File: config.mk
export PLATFORM = sky130hd
export DESIGN_NAME = innings_scoreboard_flat
export DESIGN_NICKNAME = d
export VERILOG_FILES = /design/src/rtl/innings_scoreboard_if.sv /design/src/rtl/innings_scoreboard.sv /design/src/flat_wrapper.sv
export SDC_FILE = /design/constraint.sdc
export NUM_CORES = 1
export LEC_CHECK = 0
export ABC_AREA = 1
export CORE_AREA = 3 3 96 98
export CTS_CLUSTER_DIAMETER = 30
export DETAILED_ROUTE_END_ITERATION = 16
export DIE_AREA = 0 0 99 101
export PLACE_DENSITY = 0.6
export SLEW_MARGIN = 0
export SYNTH_ARGS = -nofsm -noshare
export SYNTH_HDL_FRONTEND = slang
export SYNTH_SLANG_ARGS = --single-unit
File: constraint.sdc
create_clock -name clk -period 4.05 [get_ports clk]
set_input_delay 0.405 -clock clk [delete_from_list [all_inputs] [get_ports clk]]
set_output_delay 0.405 -clock clk [all_outputs]
set_load 0.01 [all_outputs]
File: src/rtl/innings_scoreboard_if.sv
// rtl/innings_scoreboard_if.sv - delivery event channel for the innings scoreboard
interface innings_scoreboard_if;
    logic       ball_valid;
    logic       ball_ready;
    logic [2:0] ball_runs;
    logic       ball_extra;
    logic       ball_wicket;

    modport master (
        output ball_valid,
        output ball_runs,
        output ball_extra,
        output ball_wicket,
        input  ball_ready
    );

    modport slave (
        input  ball_valid,
        input  ball_runs,
        input  ball_extra,
        input  ball_wicket,
        output ball_ready
    );
endinterface

File: src/rtl/innings_scoreboard.sv
// rtl/innings_scoreboard.sv - two-innings cricket scoreboard with delivery validation
module innings_scoreboard (
    input  logic                  clk,
    input  logic                  rst,
    input  logic                  start,
    innings_scoreboard_if.slave   ball,
    output logic [7:0]            team1_runs,
    output logic [7:0]            team2_runs,
    output logic [3:0]            team1_wickets,
    output logic [3:0]            team2_wickets,
    output logic [6:0]            team_1_ball,
    output logic [6:0]            team_2_ball,
    output logic [3:0]            wickets,
    output logic [6:0]            balls,
    output logic                  batting_team,
    output logic                  bad_ball
);

    typedef enum logic [2:0] {
        IDLE  = 3'd0,
        INN1  = 3'd1,
        BREAK = 3'd2,
        INN2  = 3'd3,
        DONE  = 3'd4
    } state_t;

    localparam logic [3:0] MAX_WKTS  = 4'd10;
    localparam logic [6:0] MAX_BALLS = 7'd120;

    state_t     state;
    state_t     state_nxt;

    logic       accept;
    logic       reject;
    logic       legal;
    logic [7:0] bat_runs;
    logic [8:0] run_sum;
    logic [7:0] runs_nxt;
    logic [3:0] wkts_nxt;
    logic [6:0] balls_nxt;

    // Deliveries are only taken while an innings is live; team 2 bats from INN2 onward.
    assign ball.ball_ready = (state == INN1) || (state == INN2);
    assign batting_team    = (state == INN2) || (state == DONE);

    assign bat_runs = batting_team ? team2_runs    : team1_runs;
    assign wickets  = batting_team ? team2_wickets : team1_wickets;
    assign balls    = batting_team ? team_2_ball   : team_1_ball;

    // Validate the delivery and compute the batting side's counters after it lands.
    always_comb begin
        accept    = ball.ball_valid && ball.ball_ready;
        reject    = accept && ((ball.ball_runs == 3'd7) ||
                               (ball.ball_extra && (ball.ball_runs > 3'd4)));
        legal     = accept && !reject;
        run_sum   = {1'b0, bat_runs} + {6'd0, ball.ball_runs} + {8'd0, ball.ball_extra};
        runs_nxt  = bat_runs;
        wkts_nxt  = wickets;
        balls_nxt = balls;
        if (legal) begin
            runs_nxt = run_sum[8] ? 8'hFF : run_sum[7:0];
            if (ball.ball_wicket && (wickets < MAX_WKTS))
                wkts_nxt = wickets + 4'd1;
            if (!ball.ball_extra && (balls < MAX_BALLS))
                balls_nxt = balls + 7'd1;
        end
    end

    // Match state register.
    always_ff @(posedge clk or negedge rst) begin
        if (!rst)
            state <= IDLE;
        else
            state <= state_nxt;
    end

    // Next-state: an innings closes on the edge its tenth wicket or 120th ball lands.
    always_comb begin
        state_nxt = state;
        case (state)
            IDLE:    if (start) state_nxt = INN1;
            INN1:    if ((wkts_nxt == MAX_WKTS) || (balls_nxt == MAX_BALLS)) state_nxt = BREAK;
            BREAK:   state_nxt = INN2;
            INN2:    if ((wkts_nxt == MAX_WKTS) || (balls_nxt == MAX_BALLS)) state_nxt = DONE;
            DONE:    state_nxt = DONE;
            default: state_nxt = IDLE;
        endcase
    end

    // Commit accepted deliveries to the batting side's counters.
    always_ff @(posedge clk or negedge rst) begin
        if (!rst) begin
            team1_runs    <= 8'd0;
            team2_runs    <= 8'd0;
            team1_wickets <= 4'd0;
            team2_wickets <= 4'd0;
            team_1_ball   <= 7'd0;
            team_2_ball   <= 7'd0;
        end else if (legal) begin
            if (batting_team) begin
                team2_runs    <= runs_nxt;
                team2_wickets <= wkts_nxt;
                team_2_ball   <= balls_nxt;
            end else begin
                team1_runs    <= runs_nxt;
                team1_wickets <= wkts_nxt;
                team_1_ball   <= balls_nxt;
            end
        end
    end

    // Flag a malformed delivery for one cycle after it is accepted.
    always_ff @(posedge clk or negedge rst) begin
        if (!rst)
            bad_ball <= 1'b0;
        else
            bad_ball <= reject;
    end

endmodule

File: src/flat_wrapper.sv
// flat-port wrapper written by rule: the top's interface ports become plain ports
module innings_scoreboard_flat 
  (clk, rst, start, team1_runs, team2_runs, team1_wickets, team2_wickets, team_1_ball, team_2_ball, wickets, balls, batting_team, bad_ball, ball_ball_valid, ball_ball_runs, ball_ball_extra, ball_ball_wicket, ball_ball_ready);
  innings_scoreboard_if ball_i ();
  input  logic clk;
  input  logic rst;
  input  logic start;
  output logic [7:0] team1_runs;
  output logic [7:0] team2_runs;
  output logic [3:0] team1_wickets;
  output logic [3:0] team2_wickets;
  output logic [6:0] team_1_ball;
  output logic [6:0] team_2_ball;
  output logic [3:0] wickets;
  output logic [6:0] balls;
  output logic batting_team;
  output logic bad_ball;
  input wire logic [$bits(ball_i.ball_valid)-1:0] ball_ball_valid;
  input wire logic [$bits(ball_i.ball_runs)-1:0] ball_ball_runs;
  input wire logic [$bits(ball_i.ball_extra)-1:0] ball_ball_extra;
  input wire logic [$bits(ball_i.ball_wicket)-1:0] ball_ball_wicket;
  output wire logic [$bits(ball_i.ball_ready)-1:0] ball_ball_ready;
  assign ball_i.ball_valid = ball_ball_valid;
  assign ball_i.ball_runs = ball_ball_runs;
  assign ball_i.ball_extra = ball_ball_extra;
  assign ball_i.ball_wicket = ball_ball_wicket;
  assign ball_ball_ready = ball_i.ball_ready;
  innings_scoreboard u_core (.clk(clk), .rst(rst), .start(start), .ball(ball_i), .team1_runs(team1_runs), .team2_runs(team2_runs), .team1_wickets(team1_wickets), .team2_wickets(team2_wickets), .team_1_ball(team_1_ball), .team_2_ball(team_2_ball), .wickets(wickets), .balls(balls), .batting_team(batting_team), .bad_ball(bad_ball));
endmodule
# Word level (Yosys, flattened, before mapping)

Cells that the tools add are included.

Bits in registers: 42
Bits in latches: 0
RAM bits: 0
Bits in read-only memories: 0
Input port bits: 9
Output and inout port bits: 52
Memories: 0

$add $sub $neg: 4
$mul: 0
Divide/modulo/power cells: 0
$lt $le $gt $ge: 3
Eq/ne operators: 10
Shifts and indexed selects: 0
Muxes and demuxes: 12
Bitwise operators: 1
Reductions and logical operators: 16

Operators by type and width:

| operator                                              | count |
|---|---|
| 2-to-1 mux 7 bit                                      | 3 |
| 2-to-1 mux 8 bit                                      | 2 |
| one-hot mux 3 bit (5 select lines)                    | 1 |
| 2-to-1 mux 4 bit                                      | 3 |
| adder 8 x 3 -> 9 bit                                  | 1 |
| adder 9 x 1 -> 9 bit                                  | 1 |
| 2-to-1 mux 3 bit                                      | 3 |
| adder 7 x 1 -> 7 bit (second input constant)          | 1 |
| == test 7 bit (second input constant)                 | 1 |
| < comparator 7 bit (second input constant)            | 1 |
| == test 3 x 2 -> 1 bit (second input constant)        | 2 |
| == test 3 bit (second input constant)                 | 2 |
| logical AND 1 bit                                     | 6 |
| inequality test 2 bit (second input constant)         | 3 |
| adder 4 x 1 -> 4 bit (second input constant)          | 1 |
| == test 4 bit (second input constant)                 | 1 |
| logical OR 1 bit                                      | 4 |
| < comparator 4 bit (second input constant)            | 1 |
| AND reduction 2 bit                                   | 2 |
| == test 3 x 1 -> 1 bit (second input constant)        | 1 |
| greater-than comparator 3 bit (second input constant) | 1 |
| logical NOT 3 bit                                     | 1 |
| AND reduction 3 bit                                   | 1 |
| logical NOT 1 bit                                     | 2 |
| inverter 1 bit                                        | 1 |

# Logic depth before layout (Yosys ltp)

Gate-level depths: netlist (run 1).

Depth in word-level cells: 11
Mapped depth: 21
Mapped depth without buffers: 19

# Worst setup path before layout (run 1)

Ideal clock, no wire load.

Path kind: reg-to-reg
Start: reg u_core.state[1]
End: reg u_core.team1_runs[2]
Library setup time: 83 ps
Arrival time: 2777 ps
Setup slack: 1190 ps
Cell stages (with the launch flop): 20
Buffers on the path: 2
Period minus slack after synthesis: 2860 ps
Path through: dfrtp_1 nor2_1 nand2_2 nand2_4 buf_2 buf_2 nand2_1 o21ai_0 fa_1 inv_1 fa_1 nor2_1 nor2_1 nor2_1 inv_1 nor2_1 nand4_1 o21ai_0 nand2_1 o21ai_0

Elaborated cells between the ends (all ways): 15

RTL lines:

| what                                                           | line                      | text |
|---|---|---|
| start, declared                                                | innings_scoreboard.sv:30  | `state_t state;` |
| start signal, assigned                                         | innings_scoreboard.sv:74  | `state <= state_nxt;` |
| == test 3 x 2 -> 1 bit / == test 3 bit (equally long branches) | innings_scoreboard.sv:44  | `assign batting_team = (state == INN2) \|\| (state == DONE);` |
| logical OR 1 bit *                                             | innings_scoreboard.sv:44  |  |
| named net batting_team                                         | flat_wrapper.sv:16        | `output logic batting_team;` |
| 2-to-1 mux 8 bit                                               | innings_scoreboard.sv:46  | `assign bat_runs = batting_team ? team2_runs : team1_runs;` |
| adder 8 x 3 -> 9 bit                                           | innings_scoreboard.sv:56  | `run_sum = {1'b0, bat_runs} + {6'd0, ball.ball_runs} + {8'd0, ball.ball_extra};` |
| adder 9 x 1 -> 9 bit                                           | innings_scoreboard.sv:56  |  |
| 2-to-1 mux 8 bit                                               | innings_scoreboard.sv:61  | `runs_nxt = run_sum[8] ? 8'hFF : run_sum[7:0];` |
| end signal, assigned                                           | innings_scoreboard.sv:105 | `team1_runs <= runs_nxt;` |
| end, declared                                                  | innings_scoreboard.sv:7   | `output logic [7:0] team1_runs,` |

The timed path passes the listed nets; every way through them passes the cells marked *.
A chain may end at the register's enable or synchronous reset.

# Worst setup path in the final report (run 1)

Start: reg u_core.state[2]
End: reg u_core.team1_runs[2]

Longest elaborated chain between the ends: 7
Elaborated cells between the ends (all ways): 15

Ends and longest elaborated chain:

| what |
|---|
| parallel branches: the longest is 7 deep, another holds adder 8 x 3 -> 9 bit |

Several ways; the timed one is not identified.

==> results.sh, run 1 <==
export IMPL_synth_area_um2=2600
export IMPL_period_minus_slack_ns=3.19
export IMPL_ctsResizeCount=0
export IMPL_syn_inst=383
export IMPL_grt_usage_pct=14.4
export IMPL_sw_frac_of_total_pct=46.9
export IMPL_cp_common_cell="nor2_1"
export IMPL_syn_avg_cell_area_um2=6.79
export IMPL_die_area_um2=10000
export IMPL_antenna_left=0
export IMPL_cp_end_kind="flip-flop"
export IMPL_finalSetupViolCount=0
export IMPL_grt_pass1_wl_mm=11.7
export IMPL_cp_num_buf_inv=3
export IMPL_cp_slowest_stage_delay_ns=0.44
export IMPL_path_class="flip-flop to flip-flop"
export IMPL_clk_latency_ns=0.29
export IMPL_ios=61
export IMPL_yosysWarnings=0
export IMPL_maxSlewHeadroom_pct=37.5
export IMPL_critPathArrivalTime_ns=3.41
export IMPL_p_leak_nw=1.64
export IMPL_synthArstFlopShare_pct=100
export IMPL_crit_family="simple AND/OR/NAND/NOR gates"
export IMPL_grt_pass1_vias=2459
export IMPL_worstReg2RegStart="u_core.state[2]$_DFFE_PN0P_"
export IMPL_core_area_um2=8550
export IMPL_route_detailed_drc=0
export IMPL_critPathLaunch="u_core.state[2]$_DFFE_PN0P_"
export IMPL_use_met3_pct=2.49
export IMPL_fin_skew_ns=0.00559
export IMPL_p_clk_share_pct=9.4
export IMPL_timing_setup_tns_ns=0
export IMPL_slew_violations=0
export IMPL_power_per_cell_area_nw_per_um2=827
export IMPL_cts_max_level=2
export IMPL_synth_seq_cells=42
export IMPL_numCtsBuffers=5
export IMPL_diodes=0
export IMPL_cp_required_ns=4.26
export IMPL_overflow=0
export IMPL_combPwrFrac_pct=63.7
export IMPL_dieWidth_um=99
export IMPL_grt_util_met1_pct=20.3
export IMPL_cts_hold_fix_buffers=0
export IMPL_period_share_pct=78.8
export IMPL_cap_violations=0
export IMPL_n_fill_cell=913
export IMPL_power_frac_seq_pct=26.8
export IMPL_cts_setup_buffers=0
export IMPL_utilization_pct=39.4
export IMPL_synth_edf_count=0
export IMPL_grt_most_used_layer="met2"
export IMPL_syn_nets=398
export IMPL_cell_internal_pwr_mw=1.48
export IMPL_met2_usage_pct=22.9
export IMPL_rows=34
export IMPL_avgViaCountPerCell=4.58
export IMPL_irDropWorstVdd_uv=338
export IMPL_cts_clk_slew_worst_paths_ns=0.08
export IMPL_tightestPinTransition_ns=0.937
export IMPL_hold_worst_slack_ns=0.257
export IMPL_antenna_found_initial=0
export IMPL_path_max_fanout=35
export IMPL_clockRootBuffer="clkbuf_8"
export IMPL_outcome="completed"
export IMPL_wire_per_inst_um=12.7
export IMPL_critPathSlowestCell="dfrtp_1"
export IMPL_yosysSeqAreaShare_pct=40.4
export IMPL_final_nets=456
export IMPL_switching_power_mw=1.31
export IMPL_start_util_pct=30.4
export IMPL_hp_class="input port to asynchronous set/reset pin"
export IMPL_drtIter0Drc=138
export IMPL_die_h_um=101
export IMPL_grt_max_degree=43
export IMPL_synthToLayoutAreaGrowth_pct=29.6
export IMPL_dp_hpwl_mm=5.20
export IMPL_drive_gt1_share_pct=6.35
export IMPL_clockBufferDepth=2
export IMPL_io_buffers=60
export IMPL_cts_tree="done"
export IMPL_clkSinkCount=42
export IMPL_vias=2513
export IMPL_drtPass1Iterations=5
export IMPL_fmax_mhz=313
export IMPL_rsz0062_at_grt="no"
export IMPL_ys_types=27
export IMPL_synthFlopType="dfrtp_1"
export IMPL_routed_wl_mm=6.95
export IMPL_path_cells="inv_2, nand3_2, nand2_4, nand2_1, o21ai_0, fa_1, inv_1, fa_1, nor2_1, nor2_1, nor2_1, inv_1, nor2_1, nand4_1, o21ai_0, nand2_1, o21ai_0"
export IMPL_startpoint_type="flip-flop"
export IMPL_hold_viol=0
export IMPL_gp_congestion=0.845
synthesized netlist by cell type (2+ instances only):
master | count | area [um2]
clkbuf_1 | 5 | 18.8
ha_1 | 4 | 50.1
inv_2 | 2 | 7.51
buf_2 | 5 | 25.0
fa_1 | 2 | 40.0
nand3_2 | 2 | 20.0
nor2_1 | 28 | 105
nand3b_1 | 2 | 15.0
inv_1 | 58 | 218
nand4_1 | 7 | 43.8
nand2_2 | 7 | 43.8
o21ai_1 | 6 | 30.0
dfrtp_1 | 42 | 1050
nand3_1 | 24 | 120
nand2_1 | 135 | 507
nor2_2 | 5 | 31.3
o21ai_0 | 38 | 190
o21ai_2 | 2 | 17.5
cell families after synthesis:
family                   count (synthesis)  synth area share [%]
buffers and inverters                   72                  10.9
flip-flops                              42                  40.4
AO/OA/AOI/OAI                           50                  10.2
AND/OR/NAND/NOR                        212                  34.7
XOR/XNOR                                 1                 0.337
adder cells (fa/ha/maj)                  6                  3.46
registers in the layout (all words and copies together), names as in the netlist:
signal / cells
u_core.bad_ball: 1
u_core.state: 3
u_core.team1_runs: 8
u_core.team1_wickets: 4
u_core.team2_runs: 8
u_core.team2_wickets: 4
u_core.team_1_ball: 7
u_core.team_2_ball: 7
cell usage in the layout (no fill, tap or decap), types with 2 or more instances in the layout:
cell type / instances
buf_4: 2
clkbuf_8: 5
clkdlybuf4s50_1: 59
dfrtp_1: 42
fa_1: 2
ha_1: 4
inv_1: 58
inv_2: 2
nand2_1: 135
nand2_2: 7
nand3_1: 24
nand3_2: 2
nand3b_1: 2
nand4_1: 7
nor2_1: 28
nor2_2: 5
o21ai_0: 38
o21ai_1: 6
o21ai_2: 2
stage by stage:
stage / worst slack, ns / instance area, um2 / power (mW) / cells
2_1_floorplan: 1.19 / 2600 / 1.80 / 383
3_3_place_gp: 0.995 / 3290 / 2.53 / 542
3_5_place_dp: 0.849 / 3290 / 2.54 / 542
4_1_cts: 0.820 / 3370 / 2.82 / 549
5_1_grt: 0.373 / 3370 / 3.08 / 549
6_report: 0.857 / 3370 / 2.79 / 549
area by class of cell:
type / instances / area (um2) / share of cell area, %
clock buffer: 6 / 72.6 / 2.15
sequential: 42 / 1050 / 31.2
clock inverter: 1 / 7.51 / 0.223
inverter: 61 / 229 / 6.79
tap: 108 / 135 / 4.01
multi-input combinational: 269 / 1270 / 37.6
timing repair buffer: 62 / 611 / 18.1
power by group through the flow:
stage / Sequential [mW] / Combinational, mW / Clock (mW)
2_1_floorplan: 0.794 / 1.00 / 0
3_3_place_gp: 0.757 / 1.77 / 0
3_5_place_dp: 0.757 / 1.78 / 0
4_1_cts: 0.751 / 1.80 / 0.271
5_1_grt: 0.770 / 2.03 / 0.288
6_report: 0.748 / 1.78 / 0.263
per-layer routing:
metal  wire length, um  part of all wire (%)
met1              3390                    49
met2              3210                    46
met3               281                   4.0
met4                64                  0.92
met5                 0                     0
worst paths after layout:
check,depth (start not counted),slack [ns],endpoint
min in group clk,2,0.52,u_core.team2_wickets[2]$_DFFE_PN0P_
hold reg to reg,2,0.52,u_core.team2_wickets[2]$_DFFE_PN0P_
hold / removal,1,0.26,u_core.state[0]$_DFFE_PN0P_
max in group asynchronous,1,3.21,u_core.team_2_ball[3]$_DFFE_PN0P_
setup / recovery,17,0.86,u_core.team1_runs[2]$_DFFE_PN0P_
setup reg to reg,17,0.86,u_core.team1_runs[2]$_DFFE_PN0P_
Note: power is estimated with default switching activity, not from simulation.
==> run 2, diff against run 1 <==
--- a/config.mk
+++ b/config.mk
@@ -10,7 +10,7 @@
 export CTS_CLUSTER_DIAMETER = 30
 export DETAILED_ROUTE_END_ITERATION = 16
 export DIE_AREA = 0 0 99 101
-export PLACE_DENSITY = 0.6
+export PLACE_DENSITY = 0.62
 export SLEW_MARGIN = 0
 export SYNTH_ARGS = -nofsm -noshare
 export SYNTH_HDL_FRONTEND = slang
==> constraint.sdc (replaced) <==
create_clock -name clk -period 2.9 [get_ports clk]
set_input_delay 0.29 -clock clk [delete_from_list [all_inputs] [get_ports clk]]
set_output_delay 0.29 -clock clk [all_outputs]
set_load 0.01 [all_outputs]
==> results.sh, run 2 (synthesis gave the netlist of run 1 again) <==
export IMPL_outcome="completed"
export IMPL_route_detailed_drc=0
export IMPL_overflow=0
export IMPL_clk_latency_ns=0.29
export IMPL_grt_pass1_wl_mm=11.6
export IMPL_diodes=0
export IMPL_multi_input_area_um2=1290
export IMPL_startpoint_type="flip-flop"
export IMPL_rows=34
export IMPL_die_area_um2=10000
export IMPL_fin_ws_ns=0.271
export IMPL_placed_area_um2=3330
export IMPL_dp_hpwl_mm=5.22
export IMPL_antenna_left=0
export IMPL_timing_setup_tns_ns=0
export IMPL_tightestPinTransition_ns=0.961
export IMPL_fmax_mhz=380
export IMPL_cap_violations=0
export IMPL_hold_viol=0
export IMPL_n_fill_cell=887
export IMPL_numCtsBuffers=5
export IMPL_grt_max_degree=43
export IMPL_cts_clk_slew_worst_paths_ns=0.08
export IMPL_gp_congestion=0.829
export IMPL_irDropWorstVdd_uv=376
export IMPL_final_nets=461
export IMPL_dieWidth_um=99
export IMPL_finalSetupViolCount=0
export IMPL_vias=2528
export IMPL_die_h_um=101
export IMPL_final_common_cell="nand2_1"
export IMPL_drtIter0Drc=137
export IMPL_cp_end_kind="flip-flop"
export IMPL_synthToLayoutAreaGrowth_pct=32.0
export IMPL_rsz0062_at_grt="no"
export IMPL_largestRegisters="u_core.team1_runs x8, u_core.team2_runs x8"
export IMPL_maxSlewHeadroom_pct=35.9
export IMPL_drive_gt1_share_pct=9.42
export IMPL_cts_tree="done"
export IMPL_grt_pass1_vias=2396
export IMPL_worstReg2RegStart="u_core.state[1]$_DFFE_PN0P_"
export IMPL_grt_usage_pct=14.5
export IMPL_period_minus_slack_ns=2.63
export IMPL_cts_max_level=2
export IMPL_hp_class="input port to asynchronous set/reset pin"
export IMPL_clockBufferDepth=2
export IMPL_critPathArrivalTime_ns=2.84
export IMPL_cts_setup_buffers=0
export IMPL_p_leak_nw=1.66
export IMPL_path_max_fanout=6
export IMPL_power_per_cell_area_nw_per_um2=1150
export IMPL_slew_violations=0
export IMPL_io_buffers=60
export IMPL_cp_required_ns=3.11
export IMPL_power_total_mw=3.96
export IMPL_routed_wl_mm=6.94
export IMPL_start_util_pct=30.4
export IMPL_period_share_pct=90.7
export IMPL_critPathLaunch="u_core.state[1]$_DFFE_PN0P_"
export IMPL_fin_skew_ns=0.00735
export IMPL_ios=61
export IMPL_seq_area_um2=1050
export IMPL_dp_slack_ns=0.113
export IMPL_core_area_um2=8550
export IMPL_path_class="flip-flop to flip-flop"
export IMPL_most_common_layout_cells="135 x nand2_1, 59 x clkdlybuf4s50_1, 58 x inv_1"
export IMPL_drtPass1Iterations=4
export IMPL_clkSinkCount=42
export IMPL_wire_per_inst_um=12.5
export IMPL_antenna_found_initial=0
export IMPL_avgViaCountPerCell=4.56
export IMPL_clockRootBuffer="clkbuf_8"
export IMPL_hold_worst_slack_ns=0.152
export IMPL_final_area_um2=3430
-- run 2: cell count changes in the layout (fill, tap and decap cells not counted), sizes merged --
cell  change
buf       +5
-- run 2: area by class of cell --
cell class / count / share of cell area (%)
clock buffers: 6 / 2.11
flip-flops and latches: 42 / 30.7
well taps: 108 / 3.93
repair buffers: 67 / 18.9
clock inverters: 1 / 0.219
inverters: 61 / 6.67
multi-input cells: 269 / 37.5
-- run 2: where the power goes --
part           internal (mW)  switching (mW)
Clock                  0.165           0.191
Sequential             0.835           0.218
Combinational           1.12            1.43
-- run 2: worst max-delay path, cell delays in order (launching register included) --
cell and delay (ns):
dfrtp_2 0.46, nor2_4 0.13, nand2_2 0.08, nand2_4 0.09
nand2_1 0.07, o21ai_2 0.07, fa_2 0.22, inv_1 0.05
fa_2 0.34, nor2_2 0.10, nor2_1 0.05, nor2_1 0.09
inv_1 0.06, nor2_2 0.14, nand4_1 0.27, o21ai_1 0.21
nand2_1 0.07, o21ai_0 0.07
-- run 2: through the flow --
stage	instances	utilization (%)
after floorplan	383	-
after global placement	547	38.9
after detailed placement	547	38.9
after CTS	554	39.9
after global routing	554	40.2
final	554	40.2
-- run 2: worst paths after layout --
path                       slack [ns]                                 to  depth (start not counted)
min in group clk                 0.52   u_core.team1_runs[5]$_DFFE_PN0P_                          2
hold / removal                   0.15  u_core.team_2_ball[1]$_DFFE_PN0P_                          1
hold reg to reg                  0.52   u_core.team1_runs[5]$_DFFE_PN0P_                          2
setup / recovery                 0.27   u_core.team1_runs[4]$_DFFE_PN0P_                         17
max in group asynchronous        2.10        u_core.state[0]$_DFFE_PN0P_                          1
setup reg to reg                 0.27   u_core.team1_runs[4]$_DFFE_PN0P_                         17
-- run 2: layer usage --
layer	GRT usage (%)	vias to the layer above	routed length (um)
met5	0	-	0
li1	-	1305	-
met3	3.04	4	397
met2	22.0	71	2990
met1	20.9	1148	3480
met4	3.68	0	63
-- run 2: what timing repair did --
item | 4_1_cts | 5_1_grt
hold endpoints to repair | 0 | 0
hold buffers | 0 | 0
setup endpoints to repair | 0 | 16
resized for setup | 0 | 15
